[config.mk]
export PLATFORM = sky130hd
export DESIGN_NAME = bitbakery_frame_tx
export DESIGN_NICKNAME = d
export VERILOG_FILES = /design/src/rtl/bitbakery_frame_tx.sv
export SDC_FILE = /design/constraint.sdc
export NUM_CORES = 1
export LEC_CHECK = 0
export CORE_MARGIN = 2
export CORE_UTILIZATION = 55
export DETAILED_ROUTE_END_ITERATION = 10
export PLACE_DENSITY_LB_ADDON = 0.12
export SETUP_SLACK_MARGIN = 0.02
export SLEW_MARGIN = 20
export SYNTH_ARGS = -nofsm -noshare
export SYNTH_HDL_FRONTEND = slang
export SYNTH_SLANG_ARGS = --single-unit
[constraint.sdc]
create_clock -name clock -period 7.9 [get_ports clock]
set_input_delay 0.79 -clock clock [delete_from_list [all_inputs] [get_ports clock]]
set_output_delay 0.79 -clock clock [all_outputs]
set_load 0.02 [all_outputs]
[src/rtl/bitbakery_frame_tx.sv]
// bitbakery_frame_tx: 8E1 UART frame transmitter (HEADER, payload LSB-byte first, [CHK], TRAILER).
// Define BITBAKERY_FRAME_CHECKSUM_EN to insert an XOR-of-payload checksum byte before TRAILER.
module bitbakery_frame_tx #(
    parameter int         N_BYTES = 11,
    parameter int         CLK_DIV = 434,
    parameter logic [7:0] HEADER  = 8'hFF,
    parameter logic [7:0] TRAILER = 8'hFE
) (
    input  logic                 clock,
    input  logic                 reset,
    input  logic                 iniciar,
    input  logic [8*N_BYTES-1:0] dados,
    output logic                 saida_serial,
    output logic                 ocupado,
    output logic                 fim_tx,
    output logic [2:0]           db_estado
);

`ifdef BITBAKERY_FRAME_CHECKSUM_EN
    localparam int F = N_BYTES + 3;
`else
    localparam int F = N_BYTES + 2;
`endif
    localparam int BAUD_W = $clog2(CLK_DIV);
    localparam int IDX_W  = $clog2(N_BYTES + 3);
    localparam logic [BAUD_W-1:0] BAUD_LAST = BAUD_W'(CLK_DIV - 1);
    localparam logic [IDX_W-1:0]  IDX_LAST  = IDX_W'(F - 1);

    typedef enum logic [2:0] {
        IDLE   = 3'd0,
        START  = 3'd1,
        DATA   = 3'd2,
        PARITY = 3'd3,
        STOP   = 3'd4,
        DONE   = 3'd5
    } state_e;

    state_e               state_q, state_d;
    logic [BAUD_W-1:0]    baud_q, baud_d;
    logic [2:0]           bit_q, bit_d;
    logic [IDX_W-1:0]     idx_q, idx_d;
    logic [8*N_BYTES-1:0] data_q, data_d;
    logic [7:0]           cur_byte;
    logic                 bit_end;

    assign bit_end = (baud_q == BAUD_LAST);

`ifdef BITBAKERY_FRAME_CHECKSUM_EN
    logic [7:0] chk;
    always_comb begin
        chk = 8'h00;
        for (int k = 0; k < N_BYTES; k++) chk = chk ^ data_q[8*k +: 8];
    end
`endif

    // Byte index 0 is HEADER, 1..N_BYTES the payload, then [CHK], then TRAILER.
    always_comb begin
        cur_byte = TRAILER;
        if (idx_q == '0) cur_byte = HEADER;
        for (int k = 0; k < N_BYTES; k++) begin
            if (idx_q == IDX_W'(k + 1)) cur_byte = data_q[8*k +: 8];
        end
`ifdef BITBAKERY_FRAME_CHECKSUM_EN
        if (idx_q == IDX_W'(N_BYTES + 1)) cur_byte = chk;
`endif
    end

    always_comb begin
        // NOTE: every signal gets a default first so no path leaves it unassigned (no latches).
        state_d = state_q;
        baud_d  = baud_q;
        bit_d   = bit_q;
        idx_d   = idx_q;
        data_d  = data_q;
        case (state_q)
            IDLE: begin
                if (iniciar) begin
                    state_d = START;
                    data_d  = dados;
                    baud_d  = '0;
                    bit_d   = '0;
                    idx_d   = '0;
                end
            end
            START:  if (bit_end) state_d = DATA;
            DATA: begin
                if (bit_end) begin
                    bit_d = bit_q + 3'd1;
                    if (bit_q == 3'd7) state_d = PARITY;
                end
            end
            PARITY: if (bit_end) state_d = STOP;
            STOP: begin
                if (bit_end) begin
                    if (idx_q == IDX_LAST) begin
                        state_d = DONE;
                    end else begin
                        idx_d   = idx_q + IDX_W'(1);
                        state_d = START;
                    end
                end
            end
            DONE: begin
                state_d = IDLE;
                idx_d   = '0;
            end
            default: state_d = IDLE;
        endcase
        if (state_q inside {START, DATA, PARITY, STOP}) begin
            baud_d = bit_end ? '0 : baud_q + BAUD_W'(1);
        end
    end

    always_ff @(posedge clock or negedge reset) begin
        // NOTE: sequential state uses non-blocking assignments so all registers update together.
        if (!reset) begin
            state_q <= IDLE;
            baud_q  <= '0;
            bit_q   <= '0;
            idx_q   <= '0;
            // NOTE: the payload snapshot is reset too; it is a plain register, not a RAM.
            data_q  <= '0;
        end else begin
            state_q <= state_d;
            baud_q  <= baud_d;
            bit_q   <= bit_d;
            idx_q   <= idx_d;
            data_q  <= data_d;
        end
    end

    always_comb begin
        saida_serial = 1'b1;
        case (state_q)
            START:   saida_serial = 1'b0;
            DATA:    saida_serial = cur_byte[bit_q];
            PARITY:  saida_serial = ^cur_byte;
            default: saida_serial = 1'b1;
        endcase
    end

    assign ocupado   = state_q inside {START, DATA, PARITY, STOP};
    assign fim_tx    = (state_q == DONE);
    assign db_estado = state_q;

endmodule

# == After elaboration in Yosys (flattened, before gate mapping) ==
# Index checks and enable logic that the tools add are counted.
# word_totals
register_bits,107
latch_bits,0
ram_bits,0
rom_bits,0
out_inout_bits,6
wordCells,82
memories,0
# classes
n_addsub,3
mul,0
div_mod_pow,0
magnitude_cmp,1
n_eq_ne,26
shift,0
muxes,34
bitwise,0
n_reduce_logical,13
# ops
cell,n
two-way mux 8 bit,11
two-way mux 9 bit,4
two-way mux 3 bit,9
equality test 4 bit (second input constant),5
equality test 4 x 3 -> 1 bit (second input constant),4
case mux 3 bit (5 select lines),1
inequality test 2 bit (second input constant),7
two-way mux 4 bit,3
case mux 4 bit (3 select lines),1
adder 9 x 1 -> 9 bit (second input constant),1
equality test 3 bit (second input constant),3
equality test 9 bit (second input constant),1
equality test 4 x 2 -> 1 bit (second input constant),2
XOR reduction 8 bit,1
equality test 3 x 2 -> 1 bit (second input constant),2
case mux 3 bit (2 select lines),1
AND reduction 6 bit,1
nonzero test 2 bit,3
adder 4 x 1 -> 4 bit (second input constant),1
equality test 4 x 1 -> 1 bit (second input constant),1
logical NOT 4 bit,1
< comparator 3 x 4 -> 1 bit (second input constant),1
AND reduction 2 bit,2
AND reduction 4 bit,1
9 further kinds,10

# == Longest topological paths before layout ==
# Gate-level depths: netlist of the first run.
# depth
word_depth,16
depth_mapped,13
depth_no_buf,10

# == Worst setup path before layout of the first run ==
# Ideal clock, no wire load.
# synth_path
kind,register to output
start,register idx_q[0]
end,output port saida_serial
arrival_time_ns,2.654
t_required_ns,7.110
slack_ns,4.456
stages_incl_launch_ff,12
path_buffers,2
path_cell_list,dfrtp_1 > inv_1 > ha_1 > buf_6 > buf_6 > or2_4 > o31ai_1 > o21ai_0 > a211oi_1 > xnor2_1 > xnor3_1 > o21ai_1
# synth_via
elab_chain_len,16
# synth_rtl
item,line_no,rtl
"start, declared",41,"logic [IDX_W-1:0] idx_q, idx_d;"
"start signal, assigned",127,idx_q <= idx_d;
logical NOT 4 bit,59,if (idx_q == '0) cur_byte = HEADER;
two-way mux 1 bit,59,
two-way mux 8 bit (10 in a row),61,if (idx_q == IDX_W'(k + 1)) cur_byte = data_q[8*k +: 8];
two-way mux 8 bit *,61,
binary-select mux 1 bit (select 3 bit),136,DATA: saida_serial = cur_byte[bit_q];
two-way mux 1 bit (not written as such),136,
case mux 1 bit (3 select lines) *,134,case (state_q)
"end, declared",13,"output logic saida_serial,"
# Every way passes the cells marked *; elsewhere a longest branch is shown, timed or not. The select of a mux whose other input is x is not followed.

# == Worst setup path in the final report of the first run ==
# layout_path
start,register idx_q[1]
end,output port saida_serial
# Same word-level chain as after synthesis.

==> results of run 1 <==
-- worst max-delay path, stage by stage, from the launching register on --
cell             delay (ps)
dfrtp_1                 430
inv_1                   120
ha_1                    810
nor3b_1                 110
o311ai_0                570
a31oi_1                 180
a21oi_1                 260
xnor2_1                 170
xnor2_1                 140
xnor3_1                 420
o21ai_1                 200
clkdlybuf4s50_1         640
-- synth_stat cells (2+ instances only) --
| master | number | area (um^2) |
|---|---|---|
| inv_1 | 10 | 37.5 |
| o21ai_0 | 36 | 180 |
| and3_1 | 4 | 25.0 |
| a31oi_1 | 3 | 18.8 |
| clkbuf_1 | 17 | 63.8 |
| a31o_2 | 2 | 17.5 |
| buf_6 | 2 | 22.5 |
| mux2_2 | 85 | 957 |
| nor3_1 | 3 | 15.0 |
| o221ai_1 | 4 | 35.0 |
| buf_1 | 3 | 11.3 |
| nand2_1 | 33 | 124 |
| o22ai_1 | 6 | 37.5 |
| and3b_1 | 2 | 17.5 |
| buf_2 | 10 | 50.1 |
| nand3b_1 | 7 | 52.6 |
| xor2_1 | 6 | 52.6 |
| o311ai_0 | 4 | 35.0 |
| ha_1 | 8 | 100 |
| mux2i_1 | 3 | 30.0 |
| a22oi_1 | 4 | 30.0 |
| nor2b_1 | 13 | 81.3 |
| a211oi_1 | 3 | 22.5 |
| a221oi_1 | 6 | 52.6 |
| nand4_1 | 4 | 25.0 |
| a2111oi_0 | 5 | 43.8 |
| a21oi_1 | 20 | 100 |
| nand2b_1 | 10 | 62.6 |
| o31ai_1 | 4 | 30.0 |
| xnor2_1 | 5 | 43.8 |
| nor2_1 | 29 | 109 |
| dfrtp_1 | 107 | 2680 |
| nor3b_1 | 10 | 75.1 |
| nand3_1 | 10 | 50.1 |
| a21o_1 | 4 | 30.0 |
-- kinds of logic (layout without fill, tap and decap cells) --
logic type	after synthesis	in the layout	synth area share, %
simple gates	135	135	13.0
buf+inv	44	123	3.58
fa+ha+maj	8	8	1.81
mux	88	88	17.9
compound gates	111	111	13.1
xor+xnor	12	12	2.15
flops	107	107	48.5
-- registers in the layout, indices dropped and copies added (netlist names) --
signal     count
data_q        88
baud_q         9
idx_q          4
bit_q          3
db_estado      3
-- worst max path at each step --
stage	from	to	slack [ps]	depth (start not counted)
6_report	idx_q[1]	saida_serial	2690	11
5_1_grt	idx_q[1]	saida_serial	2380	11
4_1_cts	idx_q[0]	saida_serial	2660	11
3_5_place_dp	idx_q[0]	saida_serial	3070	11
3_3_place_gp	idx_q[0]	saida_serial	3220	11
2_1_floorplan	idx_q[0]	saida_serial	4460	11
-- per-stage QoR --
step	utilization [%]	hold WS, ps	power [uW]	area (um^2)
final	68.5	422	931	6700
after global routing	68.5	463	963	6700
after CTS	68.5	444	938	6690
after detailed placement	66.6	487	615	6510
after global placement	66.6	483	615	6510
after floorplan	-	470	559	5530
-- cell usage in the layout (no fill, tap or decap), types with 4 or more instances in the layout --
cell type,Yosys,final
nand4_1,4,4
a2111oi_0,5,5
clkbuf_8,0,9
o31ai_1,4,4
o311ai_0,4,4
dfrtp_1,107,107
o221ai_1,4,4
nor2_1,29,29
xnor2_1,5,5
nand3b_1,7,7
a221oi_1,6,6
inv_1,10,10
nor3b_1,10,10
and3_1,4,4
nor2b_1,13,13
nand3_1,10,10
clkdlybuf4s50_1,0,95
a21oi_1,20,20
nand2b_1,10,10
o21ai_0,36,36
o22ai_1,6,6
mux2_2,85,85
a22oi_1,4,4
ha_1,8,7
a21o_1,4,4
xor2_1,6,6
nand2_1,33,33
-- power by group --
part / internal [uW] / switching (uW)
clock: 145 / 182
combinational: 39.2 / 17.4
sequential: 547 / 0
total: 732 / 199
-- layer usage --
layer | routed length [um] | global-route usage, %
met1 | 5960 | 35.4
met2 | 5940 | 38.5
met3 | 651 | 4.76
met4 | 178 | 6.85
met5 | 0 | 0
-- cell type report --
| class | instances | area (um^2) | share of cell area (%) |
|---|---|---|---|
| Sequential cell | 107 | 2680 | 40.0 |
| Tap cell | 133 | 166 | 2.48 |
| Timing Repair Buffer | 98 | 977 | 14.6 |
| Clock buffer | 11 | 131 | 1.96 |
| Multi-Input combinational cell | 354 | 2660 | 39.7 |
| Clock inverter | 4 | 52.6 | 0.784 |
| Inverter | 10 | 37.5 | 0.560 |
==> key figures, run 1 <==
Logic synthesis
  – #FFs+latches synth: 107
  – FFs w/ async S/R, synth: 100%
  – Post-synthesis sequential area ratio: 48.5%
  – Avg Cell Area, Syn: 10.9 um^2
  – Number of flops mapped to enable cells by yosys: 0
  – Syn Inst Count: 505
  – Synth Flop Type: dfrtp_1
  – Synth cell types: 58
  – Net Count, Synth: 604
  – Mapped Area: 5530 um^2
  – Synth warn: 0

Timing
  – Max-slew headroom: 29.8%
  – Setup violators final: 0
  – Slew Limit Fails: 0
  – Worst slew pin tran: 1050 ps
  – Final-report hold violation count: 0
  – Setup Skew: 11.4 ps
  – RSZ-0062 raised after global routing: false
  – Final min period: 5210 ps
  – Fin crit share: 66.0%
  – Peak Freq: 192 MHz
  – Worst setup margin: 2690 ps
  – Final setup TNS: 0 ps

Routing
  – Total number of vias: 4135
  – Avg WL per Cell: 17.8 um
  – Drt first pass iters: 4
  – Via density: 5.77
  – Post-route DRC: 0
  – Post-route ant nets: 0
  – Drt total wl: 12.7 mm
  – Initial DRC Count: 226

Clocking
  – CTS tree: yes
  – Root buffer cell: clkbuf_8
  – Clock Pin Slew Worst Setup and Hold Paths: 100 ps
  – CTS Sinks: 107
  – Number of setup buffers added after CTS: 0
  – CTS max path bufs: 2
  – Total number of H-tree levels: 3
  – Post_cts resized: 0
  – Clk Latency, worst-skew pair: 370 ps
  – TritonCTS Buffers: 9
  – CTS hold repair buffers: 0

Global routing
  – Initial antenna violation count: 0
  – GRT overflow: 0
  – Largest net degree at the start of global routing: 94
  – Vias in the first global route: 4163
  – All-Layer GR Usage: 24.7%
  – First-pass GRT wire length: 21.5 mm

Floorplanning
  – Die area: 10900 um^2
  – Die Ht: 104 um
  – Die extent in x: 104 um
  – IO Count: 97
  – CORE AREA: 9770 um^2
  – Initial Util: 56.5%
  – Placement row count: 36

Run status
  – Status: complete, no violations

Pwr
  – PD cells: 139 nW/um^2
  – Max rail drop VDD: 0.107 mV
  – Pleak: 0.00304 uW

Final layout
  – Fin nets: 679
  – Final Non-Filler Cells: 717
  – Share of cells above drive strength 1: 19.2%
  – Filler Cell Count: 783
  – # diodes: 0
  – Area growth syn-to-layout: 21.3%

Placed design
  – DPL Wire Length: 9.01 mm
  – Worst slack, placed: 3070 ps
  – RePlAce Congestion: 0.872
  – Placed Cells: 702
  – # port buffers: 96

Critical path
  – Worst setup SP type: flop
  – Critical path class: reg -> out
  – Peak fanout along the critical path: 29
  – R2R cell count: 10
  – CP endpoint kind: output pin
  – Flop-to-flop setup slack: 5180 ps
  – WP data arrival: 4420 ps
  – Reg-to-reg endpoint: idx_q[3]
  – Req. time, crit path: 7110 ps
  – Worst r2r src: baud_q[1]

Flow run
  – Max_cap viols: 0

Min path
  – Hold crit path type: in -> async
Power figures use the tool's default switching activity.
==> inputs of run 2 (changes only) <==
--- a/config.mk
+++ b/config.mk
@@ -6,7 +6,7 @@
 export NUM_CORES = 1
 export LEC_CHECK = 0
 export CORE_MARGIN = 2
-export CORE_UTILIZATION = 55
+export CORE_UTILIZATION = 53
 export DETAILED_ROUTE_END_ITERATION = 10
 export PLACE_DENSITY_LB_ADDON = 0.12
 export SETUP_SLACK_MARGIN = 0.02
==> constraint.sdc (replaced) <==
create_clock -name clock -period 4.9 [get_ports clock]
set_input_delay 0.49 -clock clock [delete_from_list [all_inputs] [get_ports clock]]
set_output_delay 0.49 -clock clock [all_outputs]
set_load 0.02 [all_outputs]
==> run 2 against run 1 <==
  * First-iteration DRC count shrank 14%
  * Cell count increased by 1.5%
  * Routed wire length grew 3.3%
  * Largest cell class unchanged
  * Worst hold slack got worse by 250 ps
==> key figures, run 2 (synthesis results as in run 1) <==
Run status
  – Status: complete, no violations

Clocking
  – CTS Sinks: 107
  – CTS max path bufs: 2
  – CTS tree: yes
  – Clk Latency, worst-skew pair: 370 ps
  – TritonCTS Buffers: 9
  – Root buffer cell: clkbuf_8
  – Total number of H-tree levels: 3
  – Clock Pin Slew Worst Setup and Hold Paths: 100 ps

Placed design
  – # port buffers: 96
  – DPL Wire Length: 9.69 mm
  – Placed Cells: 712
  – RePlAce Congestion: 0.935

Flow run
  – Max_cap viols: 0

Timing
  – Max-slew headroom: 44.8%
  – Fin crit share: 93.0%
  – Final-report hold violation count: 0
  – RSZ-0062 raised after global routing: false
  – Worst slew pin tran: 823 ps
  – Peak Freq: 220 MHz
  – Setup Skew: 9.22 ps
  – Final setup TNS: 0 ps
  – Final min period: 4550 ps
  – Slew Limit Fails: 0
  – Setup violators final: 0

Final layout
  – Most common cell after layout, fill and taps aside: dfrtp_1
  – # diodes: 0
  – Max FFs per register: 88
  – Fin nets: 686
  – Commonest cells after routing, fill and taps aside: dfrtp_1 (107), clkdlybuf4s50_1 (95), mux2_2 (85)
  – Reg with most FFs: data_q
  – Share of cells above drive strength 1: 20.1%
  – Final Non-Filler Cells: 728
  – Top Registers: data_q: 88 flops, baud_q: 9 flops, idx_q: 4 flops
  – Area growth syn-to-layout: 22.5%
  – Finished Core Util: 66.1%

Critical path
  – Most frequent CP cell: xnor2_1
  – WP buf/inv: 2
  – Crit-path max cell delay: 630 ps
  – Sequence of cells on the critical path: inv_1 -> ha_1 -> nor3b_1 -> o311ai_1 -> a31oi_1 -> a21oi_1 -> xnor2_1 -> xnor2_1 -> xnor3_1 -> o21ai_1 -> clkdlybuf4s50_1
  – Critical path's slowest cell: clkdlybuf4s50_1
  – Worst setup SP type: flop
  – Req. time, crit path: 4410 ps
  – CP endpoint kind: output pin
  – Peak fanout along the critical path: 13
  – Crit-path leading delay family: compound AO/OA/AOI/OAI gates
  – Critical path class: reg -> out
  – WP data arrival: 4060 ps

Routing
  – Drt first pass iters: 5
  – Post-route ant nets: 0
  – Initial DRC Count: 194
  – Avg WL per Cell: 18.1 um
  – Drt total wl: 13.2 mm
  – Via density: 5.75
  – Post-route DRC: 0
  – Total number of vias: 4189

Min path
  – Hold crit path type: in -> async

Global routing
  – GRT met3 Usage: 4.41%
  – GR Util met1: 33.9%
  – First-pass GRT wire length: 21.7 mm
  – Met2 Track Usage GR: 40.7%
  – All-Layer GR Usage: 24.7%
  – Global route hottest layer: met2
  – Initial antenna violation count: 0
  – Largest net degree at the start of global routing: 63
  – GRT overflow: 0
  – Vias in the first global route: 4201

Floorplanning
  – Die extent in x: 106 um
  – Die area: 11300 um^2
  – Die Ht: 106 um
  – Placement row count: 37
  – IO Count: 97
  – CORE AREA: 10200 um^2
  – Initial Util: 54.0%

Pwr
  – PD cells: 216 nW/um^2
  – Overall Power: 1460 uW
  – Max rail drop VDD: 0.200 mV
  – Pleak: 0.00308 uW
[run 2: area by class of cell]
class                   instances  area (um^2)
repair buffers                105         1040
fillers                       826         3460
clock inverters                 3         23.8
inverters                      10         37.5
clock buffers                  13          149
well taps                     136          170
flip-flops and latches        107         2680
multi-input cells             354         2670
[run 2: metal layers]
layer / up-vias / wire length (um)
met5: - / 0
met4: 0 / 172
met3: 14 / 608
met2: 118 / 6310
met1: 2063 / 6060
li1: 1994 / -
[run 2: through the flow]
stage / area, um^2 / worst slack (ps) / hold WS [ps]
2_1_floorplan: 5530 / 1760 / 194
3_3_place_gp: 6580 / 600 / 491
3_5_place_dp: 6580 / 511 / 496
4_1_cts: 6750 / 64.2 / 209
5_1_grt: 6770 / 42.0 / 225
6_report: 6770 / 345 / 172
[run 2: where the power goes]
part           total [uW]  internal (uW)  switching, uW
logic                91.6           63.2           28.3
clock network         490            201            289
registers             882            882              0
total                1460           1150            318
[run 2: final timing paths]
check	from	to	slack, ps	cells after the start
setup / recovery	idx_q[0]	saida_serial	350	11
hold / removal	reset	data_q[51]	170	1
setup reg to reg	baud_q[1]	idx_q[3]	2280	10
hold reg to reg	data_q[70]	data_q[70]	520	1
max in group asynchronous	reset	bit_q[0]	3660	2
min in group clock	data_q[70]	data_q[70]	520	1
[run 2: timing repair]
action / CTS / global route
setup endpoints to repair: 0 / 1
setup buffers: 0 / 0
hold buffers: 0 / 0
hold endpoints to repair: 0 / 0
resized for setup: 0 / 5
